===== src/rtl/vram_arbiter.sv =====
// Framebuffer RAM arbiter: display reads vs. CPU posted writes and ordered reads.
// Display wins during active video, CPU wins in vblank, starvation counter forces CPU slots.
module vram_arbiter #(
    parameter int unsigned ADDR_W     = 15,
    parameter int unsigned DATA_W     = 12,
    parameter int unsigned STARVE_MAX = 8
) (
    input  logic              clk,
    input  logic              rst,
    input  logic              vblank,
    input  logic              disp_req,
    input  logic [ADDR_W-1:0] disp_addr,
    output logic              disp_gnt,
    output logic              disp_rvalid,
    output logic [DATA_W-1:0] disp_rdata,
    input  logic              cpu_req,
    input  logic              cpu_we,
    input  logic [ADDR_W-1:0] cpu_addr,
    input  logic [DATA_W-1:0] cpu_wdata,
    output logic              cpu_gnt,
    output logic              cpu_rvalid,
    output logic [DATA_W-1:0] cpu_rdata,
    output logic              cpu_wr_pending,
    output logic              mem_en,
    output logic              mem_we,
    output logic [ADDR_W-1:0] mem_addr,
    output logic [DATA_W-1:0] mem_wdata,
    input  logic [DATA_W-1:0] mem_rdata
);

    localparam int unsigned DEPTH    = 4;
    localparam int unsigned PTR_W    = 2;
    localparam int unsigned CNT_W    = 3;
    localparam int unsigned STARVE_W = $clog2(STARVE_MAX + 1);

    typedef struct packed {
        logic [ADDR_W-1:0] addr;
        logic [DATA_W-1:0] data;
    } wr_entry_t;

    wr_entry_t           fifo_q [DEPTH];
    logic [PTR_W-1:0]    wr_ptr_q, wr_ptr_d;
    logic [PTR_W-1:0]    rd_ptr_q, rd_ptr_d;
    logic [CNT_W-1:0]    count_q, count_d;
    logic [STARVE_W-1:0] starve_q, starve_d;
    logic                disp_rvalid_q, cpu_rvalid_q, wr_pending_q;

    logic      has_wr, has_rd, cpu_cand, cpu_win, disp_win;
    logic      push, pop, rd_gnt;
    wr_entry_t head;

    // Candidate selection, arbitration, FIFO bookkeeping and RAM port mux
    always_comb begin
        has_wr    = 1'b0;
        has_rd    = 1'b0;
        cpu_cand  = 1'b0;
        cpu_win   = 1'b0;
        disp_win  = 1'b0;
        push      = 1'b0;
        pop       = 1'b0;
        rd_gnt    = 1'b0;
        head      = fifo_q[rd_ptr_q];
        wr_ptr_d  = wr_ptr_q;
        rd_ptr_d  = rd_ptr_q;
        count_d   = count_q;
        starve_d  = '0;
        mem_en    = 1'b0;
        mem_we    = 1'b0;
        mem_addr  = '0;
        mem_wdata = '0;
        disp_gnt  = 1'b0;
        cpu_gnt   = 1'b0;

        has_wr   = (count_q != '0);
        has_rd   = !has_wr && cpu_req && !cpu_we;
        cpu_cand = has_wr || has_rd;

        if (vblank || (starve_q == STARVE_W'(STARVE_MAX))) begin
            cpu_win  = cpu_cand;
            disp_win = !cpu_cand && disp_req;
        end else begin
            disp_win = disp_req;
            cpu_win  = !disp_req && cpu_cand;
        end

        // No RAM access or grant is visible while reset is asserted
        if (!rst) begin
            cpu_win  = 1'b0;
            disp_win = 1'b0;
        end

        push   = rst && cpu_req && cpu_we && (count_q < CNT_W'(DEPTH));
        pop    = cpu_win && has_wr;
        rd_gnt = cpu_win && has_rd;

        wr_ptr_d = wr_ptr_q + PTR_W'(push);
        rd_ptr_d = rd_ptr_q + PTR_W'(pop);
        count_d  = count_q + CNT_W'(push) - CNT_W'(pop);

        if (cpu_cand && !cpu_win) begin
            starve_d = (starve_q == STARVE_W'(STARVE_MAX)) ? starve_q
                                                           : starve_q + STARVE_W'(1);
        end

        mem_en   = cpu_win || disp_win;
        mem_we   = pop;
        disp_gnt = disp_win;
        cpu_gnt  = push || rd_gnt;
        if (pop) begin
            mem_addr  = head.addr;
            mem_wdata = head.data;
        end else if (rd_gnt) begin
            mem_addr = cpu_addr;
        end else if (disp_win) begin
            mem_addr = disp_addr;
        end
    end

    always_ff @(posedge clk or negedge rst) begin
        if (!rst) begin
            wr_ptr_q      <= '0;
            rd_ptr_q      <= '0;
            count_q       <= '0;
            starve_q      <= '0;
            disp_rvalid_q <= 1'b0;
            cpu_rvalid_q  <= 1'b0;
            wr_pending_q  <= 1'b0;
        end else begin
            wr_ptr_q      <= wr_ptr_d;
            rd_ptr_q      <= rd_ptr_d;
            count_q       <= count_d;
            starve_q      <= starve_d;
            disp_rvalid_q <= disp_win;
            cpu_rvalid_q  <= rd_gnt;
            wr_pending_q  <= (count_d != '0);
        end
    end

    // Storage needs no reset: entries are only read behind a valid count
    always_ff @(posedge clk) begin
        if (push) begin
            fifo_q[wr_ptr_q] <= '{addr: cpu_addr, data: cpu_wdata};
        end
    end

    assign disp_rvalid    = disp_rvalid_q;
    assign cpu_rvalid     = cpu_rvalid_q;
    assign cpu_wr_pending = wr_pending_q;
    assign disp_rdata     = mem_rdata;
    assign cpu_rdata      = mem_rdata;

endmodule


===== config.mk =====
export PLATFORM = sky130hd
export DESIGN_NAME = vram_arbiter
export DESIGN_NICKNAME = d
export VERILOG_FILES = /design/src/rtl/vram_arbiter.sv
export SDC_FILE = /design/constraint.sdc
export NUM_CORES = 1
export LEC_CHECK = 0
export CORE_UTILIZATION = 33
export CTS_BUF_LIST = sky130_fd_sc_hd__clkbuf_4
export DETAILED_ROUTE_END_ITERATION = 12
export GPL_TIMING_DRIVEN = 0
export SYNTH_ARGS = -nofsm -noshare
export SYNTH_HDL_FRONTEND = slang
export SYNTH_SLANG_ARGS = --single-unit

===== constraint.sdc =====
create_clock -name clk -period 4.25 [get_ports clk]
set_input_delay 0.85 -clock clk [delete_from_list [all_inputs] [get_ports clk]]
set_output_delay 0.85 -clock clk [all_outputs]
set_load 0.01 [all_outputs]

==> reports/qor.yml, run 1 <==
synth.distinct_cells: 39
syn_avg_cell_area_um2: 18.1
cts-buffers-inserted: 17
cts-hold-fix-buffers: 0
io_pins: 118
rows: 45
dr.pass1.iters: 4
dieArea_mm2: 0.0165
syn_area_mm2: 0.00529
antenna_found_initial: 0
synthTopCellsByArea: "edfxtp_1 61%, mux4_2 11%, dfrtp_1 6.6%"
relSlewSlack_pct: 36.4
setup_ws_ps: 189
grt_pass1_vias: 3194
dieWidth_um: 129
min_period_ps: 4060
instances_no_fill: 645
port_buffers: 105
finClkSkew_ps: 16.4
pre_cts_slack_ps: -543
grt_use_total_pct: 14.5
htreeDepth: 4
finalSetupViolCount: 0
grt_pass1_wl_um: 17400
post-synth-top-area-fraction_pct: 61.3
rrSetupSlack_ps: 790
status: "complete, no violations"
ir_worst_vdd_uv: 195
rsz0062_at_grt: "no"
initial_core_util_pct: 34.3
routed_wl_um: 11100
netlist_instances: 292
critPathLaunchType: "input port"
drive_gt1_share_pct: 30.6
rr_endpoint: "cpu_wr_pending"
synthesis.nets: 359
clock-sinks: 122
synth_edf_count: 108
critPathArrivalTime_ps: 3210
fin_crit_sh_pct: 95.6
fin_setup_tns_ps: 0
dp.cells: 614
crit_end: "mem_addr[4]"
grt_overflow: 0
synth-seq-cells: 122
final-hold-violation-count: 0
area_growth_pct: 30.5
root_buffer: "clkbuf_4"
ys.flop_type: "edfxtp_1"
p_leak_nw: 2.37
r2r_cells: 15
coreArea_mm2: 0.0154
vias_per_cell: 4.61
power_density_mw_per_mm2: 470
ctsLongestPathBuffers: 2
holdCritPathClass: "in2async"
cts_tree: "done"
drc_errors: 0
routedWlPerCell_um: 17.2
place_congestion: 0.715
nets: 489
grt_max_degree: 28
synth_warnings: 0
crit_type: "in2out"
clk_latency_ps: 490
cp_max_fo: 10
ant_nets: 0
synth_seq_area_share_pct: 67.9
synth_top_area_cell: "edfxtp_1"
cp-startpoint: "cpu_req"
maxSlewViolCount: 0
post_cts_buffers: 0
endpoint_kind: "output pin"
rr_startpoint: "starve_q[0]"
antenna_cells: 0
cap_violations: 0
first_iter_violations: 116
tightestPinTransition_ps: 952
dp_hpwl_um: 7480
fmax_mhz: 246
clk_pin_slew_ps: 100
total_power_mw: 3.24
synth_async_sr_flop_share_pct: 11.5
critPathRequiredTime_ps: 3400
num_vias: 2976
die_h_um: 129
-- flip-flops by register name, summed over array words and instances, names as in the netlist --
register,cells
disp_rvalid,1
starve_q,4
rd_ptr_q,2
cpu_rvalid,1
wr_ptr_q,2
count_q,3
fifo_q,108
cpu_wr_pending,1
-- per-stage QoR --
stage	hold slack, ps	utilization, %	instance area [µm²]
floorplan	472	-	5290
global placement	480	42.8	6610
detailed placement	492	43.4	6690
CTS	358	44.7	6900
global route	371	44.7	6900
finish	398	44.7	6900
-- timing repair --
item | CTS | global route
resized for setup | 4 | 3
hold endpoints to repair | 0 | 0
endpoints found under the setup margin | 29 | 2
-- report_power, final --
group	internal [mW]	switching, mW
clock	0.236	0.399
sequential	1.40	0.0486
combinational	0.652	0.511
-- area by class of cell --
cell class              instances  area, µm²
clock buffers                  20        150
fillers                      1400       8520
repair buffers                111       1120
clock inverters                11       57.6
multi-input cells             126       1440
inverters                       8       30.0
plain buffers                  36        256
well taps                     211        264
flip-flops and latches        122       3590
-- worst max-delay path: stages --
cell	delay, ps
clkdlybuf4s50_1	470
nor2b_1	380
o311a_2	370
buf_4	270
a21oi_1	100
a2bb2oi_1	140
clkdlybuf4s50_1	630
-- cells in the mapped netlist (7+ instances only) --
master / n
and2_1: 12
nand2_2: 10
mux4_2: 27
inv_1: 7
nand2_1: 10
a2bb2oi_2: 9
edfxtp_1: 108
buf_4: 27
a21oi_2: 7
a21oi_1: 8
dfrtp_1: 14
-- layout by cell type (no fill, tap or decap), types with 2 or more instances in the layout --
cell	count
xor2_1	4
clkinv_1	3
mux4_2	27
nand2_2	10
ha_1	6
xnor2_1	2
and2_1	12
mux2_2	2
a2bb2oi_2	9
buf_2	4
clkdlybuf4s50_1	104
clkbuf_4	21
nor2_1	3
inv_1	7
clkinv_2	6
nand2_1	10
a21oi_2	7
buf_4	28
nor2b_1	2
clkbuf_1	3
buf_6	5
dfrtp_1	14
a21oi_1	8
a2bb2oi_1	6
edfxtp_1	108
-- worst min-delay path by stage --
| stage | to | slack (ps) | cells after the start |
|---|---|---|---|
| finish | starve_q[1] | 400 | 1 |
| detailed placement | rd_ptr_q[0] | 490 | 1 |
| global route | disp_rvalid | 370 | 1 |
| global placement | rd_ptr_q[0] | 480 | 1 |
| floorplan | count_q[2] | 470 | 1 |
| CTS | starve_q[1] | 360 | 1 |
-- cell families (layout without fill, tap and decap cells) --
| kind of cell | after synthesis | in the layout | synth area share, % |
|---|---|---|---|
| AO/OA/AOI/OAI | 35 | 35 | 6.67 |
| XOR/XNOR | 6 | 6 | 0.993 |
| adder cells (fa/ha/maj) | 7 | 7 | 1.80 |
| buffers and inverters | 44 | 186 | 5.34 |
| flip-flops | 122 | 122 | 67.9 |
| multiplexers | 29 | 29 | 11.9 |
| AND/OR/NAND/NOR | 49 | 49 | 5.37 |
-- per-layer routing --
layer  share of wire, %  vias to the layer above  GRT usage [%]
met3                7.0                        8           4.57
met4               0.75                        0           5.19
met1                 42                     1483           17.9
met2                 50                      105           24.1
li1                   -                     1380              -
met5                  0                        -              0
Note: power is estimated with default switching activity, not from simulation.
==> inputs of run 2 (changes only) <==
--- a/config.mk
+++ b/config.mk
@@ -7,6 +7,7 @@
 export LEC_CHECK = 0
 export CORE_UTILIZATION = 33
 export CTS_BUF_LIST = sky130_fd_sc_hd__clkbuf_4
+export CTS_CLUSTER_DIAMETER = 100
 export DETAILED_ROUTE_END_ITERATION = 12
 export GPL_TIMING_DRIVEN = 0
 export SYNTH_ARGS = -nofsm -noshare
==> results of run 2 <==
The final DEF is identical to that of run 1; final timing and power are the same.
==> inputs of run 3 (changes only) <==
--- a/config.mk
+++ b/config.mk
@@ -9,7 +9,9 @@
 export CTS_BUF_LIST = sky130_fd_sc_hd__clkbuf_4
 export CTS_CLUSTER_DIAMETER = 100
 export DETAILED_ROUTE_END_ITERATION = 12
+export GPL_ROUTABILITY_DRIVEN = 0
 export GPL_TIMING_DRIVEN = 0
+export PLACE_DENSITY = 0.59
 export SYNTH_ARGS = -nofsm -noshare
 export SYNTH_HDL_FRONTEND = slang
 export SYNTH_SLANG_ARGS = --single-unit
==> reports/qor.yml, run 3 (synthesis gave the netlist of run 1 again) <==
path_common_cell: "clkdlybuf4s50_1"  # unchanged
htreeDepth: 4  # unchanged
clk_latency_ps: 490  # about the same
io_pins: 118  # unchanged
dieArea_mm2: 0.0165  # unchanged
power_density_mw_per_mm2: 489  # was 470 mW/mm²
final-hold-violation-count: 0  # unchanged
cp-startpoint: "cpu_req"  # unchanged
grt_overflow: 0  # unchanged
grt_pass1_vias: 3204  # was 3,194
area_growth_pct: 32.3  # was 30.5%
layout_commonest_cell: "edfxtp_1"  # unchanged
largest_reg_flops: 108  # unchanged
cp_num_buf_inv: 3  # unchanged
regMostFlops: "fifo_q"  # unchanged
antenna_cells: 0  # unchanged
first_iter_violations: 94  # was 116
routed_wl_um: 11200  # was 11,100 µm
endpoint_kind: "output pin"  # unchanged
dp_hpwl_um: 7760  # was 7480 µm
post_cts_buffers: 0  # unchanged
initial_core_util_pct: 34.3  # unchanged
setup_ws_ps: 183  # was 189 ps
ir_worst_vdd_uv: 215  # was 195 µV
critPathArrivalTime_ps: 3220  # was 3210 ps
antenna_found_initial: 0  # unchanged
status: "complete, no violations"  # unchanged
min_period_ps: 4070  # was 4060 ps
cts-buffers-inserted: 17  # unchanged
hold_slack_ps: 395  # was 398 ps
critical_path.cell_chain: "clkdlybuf4s50_1, nor2b_1, o311a_1, buf_4, a21oi_1, a2bb2oi_2, clkdlybuf4s50_1"  # was clkdlybuf4s50_1, nor2b_1, o311a_2, buf_4, a21oi_1, a2bb2oi_1, clkdlybuf4s50_1
cts-hold-fix-buffers: 0  # unchanged
ant_nets: 0  # unchanged
critPathLaunchType: "input port"  # unchanged
rsz0062_at_grt: "no"  # unchanged
rr_startpoint: "starve_q[0]"  # unchanged
fmax_mhz: 246  # about the same
num_vias: 2998  # was 2,976
fin_setup_tns_ps: 0  # unchanged
cts_tree: "done"  # unchanged
holdCritPathClass: "in2async"  # unchanged
clk_pin_slew_ps: 100  # about the same
drive_gt1_share_pct: 30.6  # unchanged
finalSetupViolCount: 0  # unchanged
rows: 45  # unchanged
vias_per_cell: 4.65  # was 4.61
critical_path.top_delay_family: "buffers and inverters"  # unchanged
clock-sinks: 122  # unchanged
port_buffers: 105  # unchanged
grt_max_degree: 28  # unchanged
grt_use_total_pct: 14.5  # about the same
num-fill-cells: 1370  # was 1,400
critPathRequiredTime_ps: 3400  # about the same
dp.cells: 615  # was 614
dr.pass1.iters: 4  # unchanged
dieWidth_um: 129  # unchanged
drc_errors: 0  # unchanged
finClkSkew_ps: 14.8  # was 16.4 ps
nets: 490  # was 489
die_h_um: 129  # unchanged
slowest_stage: "clkdlybuf4s50_1"  # unchanged
maxSlewViolCount: 0  # unchanged
multi_input_area_mm2: 0.00143  # was 0.00144 mm²
ctsLongestPathBuffers: 2  # unchanged
pre_cts_slack_ps: -523  # was -543 ps
final_core_util_pct: 45.4  # was 44.7%
cp_max_fo: 10  # unchanged
cts_resized: 4  # unchanged
seq_area_mm2: 0.00359  # unchanged
cap_violations: 0  # unchanged
coreArea_mm2: 0.0154  # unchanged
mostFrequentLayoutCells: "108 x edfxtp_1, 104 x clkdlybuf4s50_1, 27 x mux4_2, 27 x buf_4, 20 x clkbuf_4"  # was 108 x edfxtp_1, 104 x clkdlybuf4s50_1, 28 x buf_4, 27 x mux4_2, 21 x clkbuf_4
crit_type: "in2out"  # unchanged
p_leak_nw: 2.41  # was 2.37 nW
relSlewSlack_pct: 47.5  # was 36.4%
root_buffer: "clkbuf_4"  # unchanged
routedWlPerCell_um: 17.4  # was 17.2 µm
cp_slowest_stage_delay_ps: 560  # was 630 ps
instances_no_fill: 645  # unchanged
grt_pass1_wl_um: 17400  # about the same
fin_crit_sh_pct: 95.7  # was 95.6%
tightestPinTransition_ps: 788  # was 952 ps
reg_top3: "fifo_q (108), starve_q (4), count_q (3)"  # unchanged
run 3: path summary, 6_finish.rpt:
| path | slack [ps] | endpoint | cells after the start |
|---|---|---|---|
| hold reg to reg | 510 | rd_ptr_q[0] | 1 |
| setup / recovery | 180 | mem_addr[5] | 7 |
| hold / removal | 390 | count_q[2] | 1 |
| max in group asynchronous | 3530 | rd_ptr_q[1] | 1 |
| setup reg to reg | 790 | cpu_wr_pending | 15 |
| min in group clk | 510 | rd_ptr_q[0] | 1 |
run 3: routing by layer:
metal  part of all wire [%]  track usage [%]
met2                     50             25.0
met5                      0                0
met3                    6.5             4.62
met1                     42             17.2
met4                    1.1             4.57
run 3: layout make-up:
class | instances | share of cell area (%)
Buffer | 36 | 3.63
Clock buffer | 20 | 2.14
Clock inverter | 10 | 1.82
Multi-Input combinational cell | 126 | 20.5
Sequential cell | 122 | 51.3
Timing Repair Buffer | 112 | 16.4
Tap cell | 211 | 3.77
Inverter | 8 | 0.429
run 3: power by group:
group | total [mW] | internal, mW | leakage [nW] | switching [mW]
Combinational | 1.17 | 0.654 | 1.12 | 0.512
Clock | 0.807 | 0.415 | 0.150 | 0.392
Sequential | 1.45 | 1.40 | 1.14 | 0.0519
Total | 3.42 | 2.47 | 2.41 | 0.956
run 3: metrics by stage:
step                cell area [µm²]  total power, mW
global route                   7000             3.61
detailed placement             6720             2.67
finish                         7000             3.42
global placement               6610             2.63
floorplan                      5290             2.21
CTS                            7000             3.48
